===== src/rtl/pw_switch_seq.sv =====
// pw_switch_seq: responder side of the power-gating switch handshake.
// Ramps N_SEG switch segments on/off one at a time with a programmable
// spacing of step_count+1 cycles, and acknowledges the request once the
// ramp has completed.
module pw_switch_seq #(
    parameter int unsigned N_SEG = 8,
    parameter int unsigned CNT_W = 8
) (
    input  logic             ck,
    input  logic             rst,
    input  logic             en_pw_sw,
    input  logic [CNT_W-1:0] step_count,
    output logic [N_SEG-1:0] sw_en,
    output logic             sw_ack,
    output logic             busy
);

    localparam int unsigned IDX_W = $clog2(N_SEG + 1);
    localparam logic [IDX_W-1:0] IDX_FULL = IDX_W'(N_SEG);
    localparam logic [IDX_W-1:0] IDX_ONE  = IDX_W'(1);

    typedef enum logic [1:0] {
        ALL_ON,
        RAMP_DOWN,
        ALL_OFF,
        RAMP_UP
    } state_t;

    state_t           r_state;
    logic [IDX_W-1:0] r_idx;
    logic [CNT_W-1:0] r_timer;
    logic             r_ack;
    logic             r_busy;
    logic [N_SEG-1:0] w_sw_en;

    // Sequencer: state, segment count, step timer and registered handshake outputs
    always_ff @(posedge ck or posedge rst) begin
        if (rst) begin
            r_state <= ALL_ON;
            r_idx   <= IDX_FULL;
            r_timer <= '0;
            r_ack   <= 1'b1;
            r_busy  <= 1'b0;
        end else begin
            case (r_state)
                ALL_ON: begin
                    if (en_pw_sw) begin
                        r_state <= RAMP_DOWN;
                        r_timer <= '0;
                        r_ack   <= 1'b1;
                        r_busy  <= 1'b1;
                    end
                end

                RAMP_DOWN: begin
                    if (!en_pw_sw) begin
                        // Reversal: no segment moves on this edge
                        r_timer <= '0;
                        if (r_idx == IDX_FULL) begin
                            r_state <= ALL_ON;
                            r_ack   <= 1'b1;
                            r_busy  <= 1'b0;
                        end else begin
                            r_state <= RAMP_UP;
                            r_ack   <= 1'b0;
                            r_busy  <= 1'b1;
                        end
                    end else if (r_timer >= step_count) begin
                        r_idx   <= r_idx - IDX_ONE;
                        r_timer <= '0;
                        if (r_idx == IDX_ONE) begin
                            r_state <= ALL_OFF;
                            r_ack   <= 1'b0;
                            r_busy  <= 1'b0;
                        end
                    end else begin
                        r_timer <= r_timer + CNT_W'(1);
                    end
                end

                ALL_OFF: begin
                    if (!en_pw_sw) begin
                        r_state <= RAMP_UP;
                        r_timer <= '0;
                        r_ack   <= 1'b0;
                        r_busy  <= 1'b1;
                    end
                end

                RAMP_UP: begin
                    if (en_pw_sw) begin
                        // Reversal: no segment moves on this edge
                        r_timer <= '0;
                        if (r_idx == '0) begin
                            r_state <= ALL_OFF;
                            r_ack   <= 1'b0;
                            r_busy  <= 1'b0;
                        end else begin
                            r_state <= RAMP_DOWN;
                            r_ack   <= 1'b1;
                            r_busy  <= 1'b1;
                        end
                    end else if (r_timer >= step_count) begin
                        r_idx   <= r_idx + IDX_ONE;
                        r_timer <= '0;
                        if (r_idx == IDX_FULL - IDX_ONE) begin
                            r_state <= ALL_ON;
                            r_ack   <= 1'b1;
                            r_busy  <= 1'b0;
                        end
                    end else begin
                        r_timer <= r_timer + CNT_W'(1);
                    end
                end

                default: begin
                    r_state <= ALL_ON;
                    r_idx   <= IDX_FULL;
                    r_timer <= '0;
                    r_ack   <= 1'b1;
                    r_busy  <= 1'b0;
                end
            endcase
        end
    end

    // Thermometer decode of the segment count: bit i conducts when i < idx
    always_comb begin
        w_sw_en = '0;
        for (int unsigned i = 0; i < N_SEG; i++) begin
            w_sw_en[i] = (IDX_W'(i) < r_idx);
        end
    end

    assign sw_en  = w_sw_en;
    assign sw_ack = r_ack;
    assign busy   = r_busy;

endmodule


===== config.mk =====
export PLATFORM = sky130hd
export DESIGN_NAME = pw_switch_seq
export DESIGN_NICKNAME = d
export VERILOG_FILES = /design/src/rtl/pw_switch_seq.sv
export SDC_FILE = /design/constraint.sdc
export NUM_CORES = 1
export LEC_CHECK = 0
export ABC_AREA = 1
export CAP_MARGIN = 20
export CORE_MARGIN = 4
export CORE_UTILIZATION = 30
export DETAILED_ROUTE_END_ITERATION = 12
export HOLD_SLACK_MARGIN = 0.02
export PLACE_DENSITY_LB_ADDON = 0.1
export SLEW_MARGIN = 25
export SYNTH_ARGS = -nofsm -noshare
export SYNTH_HDL_FRONTEND = slang
export SYNTH_SLANG_ARGS = --single-unit

===== constraint.sdc =====
create_clock -name ck -period 3.5 [get_ports ck]
set_input_delay 0.7 -clock ck [delete_from_list [all_inputs] [get_ports ck]]
set_output_delay 0.7 -clock ck [all_outputs]
set_load 0.02 [all_outputs]

==> flow_metrics.py <==
metrics = {
    "sta": {
        "hold_violations": 0,
        "slew_headroom_pct": 59.84,
        "period_minus_slack_ns": 2.748,
        "fmax_ghz": 0.3639,
        "final-setup-viol-count": 0,
        "worst_slack_ns": 0.7522,
        "skew_ns": 0.003350,
        "fin_setup_tns_ns": 0,
        "slew_viol_final": 0,
        "rsz0062_at_grt": "no",
        "worstMarginPinSlew_ns": 0.6018,
        "finalCritPeriodShare_pct": 78.51,
    },
    "clocking": {
        "cts_buffer_depth": 2,
        "cts_tree": "done",
        "cts_root_buf": "clkbuf_8",
        "numClockSinks": 16,
        "htree_levels": 1,
        "cts_repair_resize_count": 0,
        "cts-hold-fix-buffers": 0,
        "numCtsBuffers": 3,
        "clk_pin_slew_ns": 0.06,
        "worst_skew_pair.late_latency_ns": 0.25,
        "cts_setup_buffers": 0,
    },
    "floorplan": {
        "top_level_ports": 21,
        "coreArea_um2": 4058,
        "initial_core_util_pct": 31.58,
        "die_area_um2": 5380,
        "die_w_um": 73.35,
        "rows": 23,
        "die_h_um": 73.35,
    },
    "power_and_ir_drop": {
        "p_sw_w": 0.0005012,
        "p_per_area_nw_per_um2": 708.2,
        "clock_power_share_pct": 14.3,
        "switching_share_pct": 44.78,
        "p_leak_nw": 0.8045,
        "vdd_ir_drop_max_v": 0.0004131,
        "pwr-share-comb_pct": 58.8,
        "internal_power_w": 0.0006180,
        "seqPwrFrac_pct": 26.9,
    },
    "logic_synthesis": {
        "async_reset_ff_share_pct": 100.0,
        "syn_inst": 175,
        "synth_cell_types": 27,
        "synth_fp_nets": 198,
        "yosysSeqAreaShare_pct": 31.45,
        "synth_ff_type": "dfrtp_1",
        "synth.avg_cell_area_um2": 7.321,
        "ys_ff_latch": 16,
        "synth-edff-count": 0,
        "yosys_warnings": 0,
        "synth_area_um2": 1281,
    },
    "cells_and_area": {
        "nNetsFinal": 221,
        "n_antenna_cell": 0,
        "syn_to_final_growth_pct": 23.34,
        "drive_above_1_share_pct": 9.137,
        "fin_util_pct": 38.95,
        "nFillCells": 421,
    },
    "critical_path": {
        "worst-path-max-fanout": 5,
        "r2r_start": "r_timer[5]",
        "r2r_slack_ns": 1.74,
        "required_ns": 2.80,
        "path_class": "reg -> out",
        "critPathCaptureType": "output pin",
        "crit_path_start": "r_idx[0]",
        "critPathLaunchType": "flip-flop",
        "arrival_ns": 2.05,
    },
    "global_routing": {
        "grt_pass1_vias": 1054,
        "grt_max_degree": 17,
        "grt.overflow.total": 0,
        "grt_pass1_wl_mm": 4.574,
        "grt_usage_pct": 10.48,
        "grt_antenna_before_repair": 0,
    },
    "placement": {
        "place_hpwl_mm": 2.092,
        "place_ws_ns": 0.9698,
        "port_buffers": 20,
        "gp_congestion": 0.8294,
    },
    "detailed_routing": {
        "viasPerCell": 4.498,
        "via_count": 1111,
        "wirelength_mm": 2.574,
        "drt_iter0_drc": 58,
        "ant_nets": 0,
        "drc_errors": 0,
        "first_pass_iters": 4,
        "wl_per_cell_um": 10.42,
    },
    "hold_path": {
        "min_from": "sw_ack",
        "hold_class": "reg -> reg",
    },
    "status": {
        "status": "complete, no violations",
    },
    "run": {
        "max_cap_viol_count": 0,
    },
}
==> routing by layer <==
| layer | up-vias | track usage, % | wire length [µm] |
|---|---|---|---|
| met5 | - | 0 | 0 |
| met4 | 0 | 1.408 | 8 |
| met3 | 2 | 3.010 | 92 |
| met2 | 14 | 17.28 | 1214 |
| met1 | 502 | 13.94 | 1258 |
| li1 | 593 | - | - |
==> final timing paths <==
check,endpoint,depth (start not counted)
min in group asynchronous,r_state[1],2
worst min-delay path,sw_ack,2
worst max register to register,busy,8
max in group asynchronous,r_idx[1],2
worst max-delay path,sw_en[4],5
worst min register to register,sw_ack,2
==> synth_stat cells (2+ instances only) <==
master   number  area share, %
nand3_1      13            5.1
ha_1         12             12
dfrtp_1      14             27
inv_1        31            9.1
nand4_1       2           0.98
nor2_2        2           0.98
nand3_2       2            1.6
nor2_1       12            3.5
nand2_2       3            1.5
xor2_1        5            3.4
o21ai_0       6            2.3
xnor2_1       2            1.4
nand2_1      51             15
o22ai_1       6            2.9
dfstp_2       2            4.1
==> logic make-up after synthesis <==
group | synth area share (%)
and+or+nand+nor | 31.35
buffers and inverters | 10.84
AOI/OAI and AO/OA | 8.106
DFF | 31.45
adders and majority gates | 11.72
xor gates and xnor gates | 4.785
muxes | 1.758
==> flip-flops by register name (all words and copies together) (netlist names) <==
signal,cells
r_timer,8
r_idx,4
r_state,2
busy,1
sw_ack,1
==> cell usage in the layout, fill, tap and decap left out, drive strengths merged <==
cell type and count:
nor2 14, or2 1, ha 12, xnor2 2, mux2i 1, xor2 5
a21oi 2, inv 32, nand4 2, nor3 1, o21bai 1, a21o 1
o21ai 6, nand3b 1, clkdlybuf4s50 20, o22ai 6, nand2 54, clkbuf 4
dfstp 2, dfrtp 14, nand3 16
==> area by class of cell <==
cell class                 count  area, µm²  share of cell area, %
multi-input combinational    125      739.5                  46.79
sequential                    16      402.9                  25.49
inverter                      32      120.1                  7.601
tap                           50      62.56                  3.959
clock buffer                   4      55.05                  3.484
timing repair buffer          20      200.2                  12.67
==> power by group through the flow <==
stage / Sequential (W) / Combinational (W) / Clock (W)
2_1_floorplan: 0.000302 / 0.000458 / 0
3_3_place_gp: 0.000303 / 0.000659 / 0
3_5_place_dp: 0.000303 / 0.000664 / 0
4_1_cts: 0.000302 / 0.000666 / 0.000167
5_1_grt: 0.000312 / 0.000732 / 0.000177
6_report: 0.000301 / 0.000658 / 0.000160
==> worst max-delay path, stage by stage, from the launching register on <==
cell             delay, ns
dfrtp_1               0.44
inv_1                 0.12
ha_1                  0.27
or2_2                 0.32
nand2_1               0.07
clkdlybuf4s50_1       0.59
==> through the flow <==
| step | hold slack, ns | area, µm² | cells | power [W] |
|---|---|---|---|---|
| after floorplan | 0.4885 | 1281 | 175 | 0.0007600 |
| after global placement | 0.4640 | 1525 | 243 | 0.0009618 |
| after detailed placement | 0.4576 | 1525 | 243 | 0.0009668 |
| after CTS | 0.4680 | 1580 | 247 | 0.001135 |
| after global routing | 0.5007 | 1580 | 247 | 0.001220 |
| final | 0.4672 | 1580 | 247 | 0.001119 |
Power figures use the tool's default switching activity.
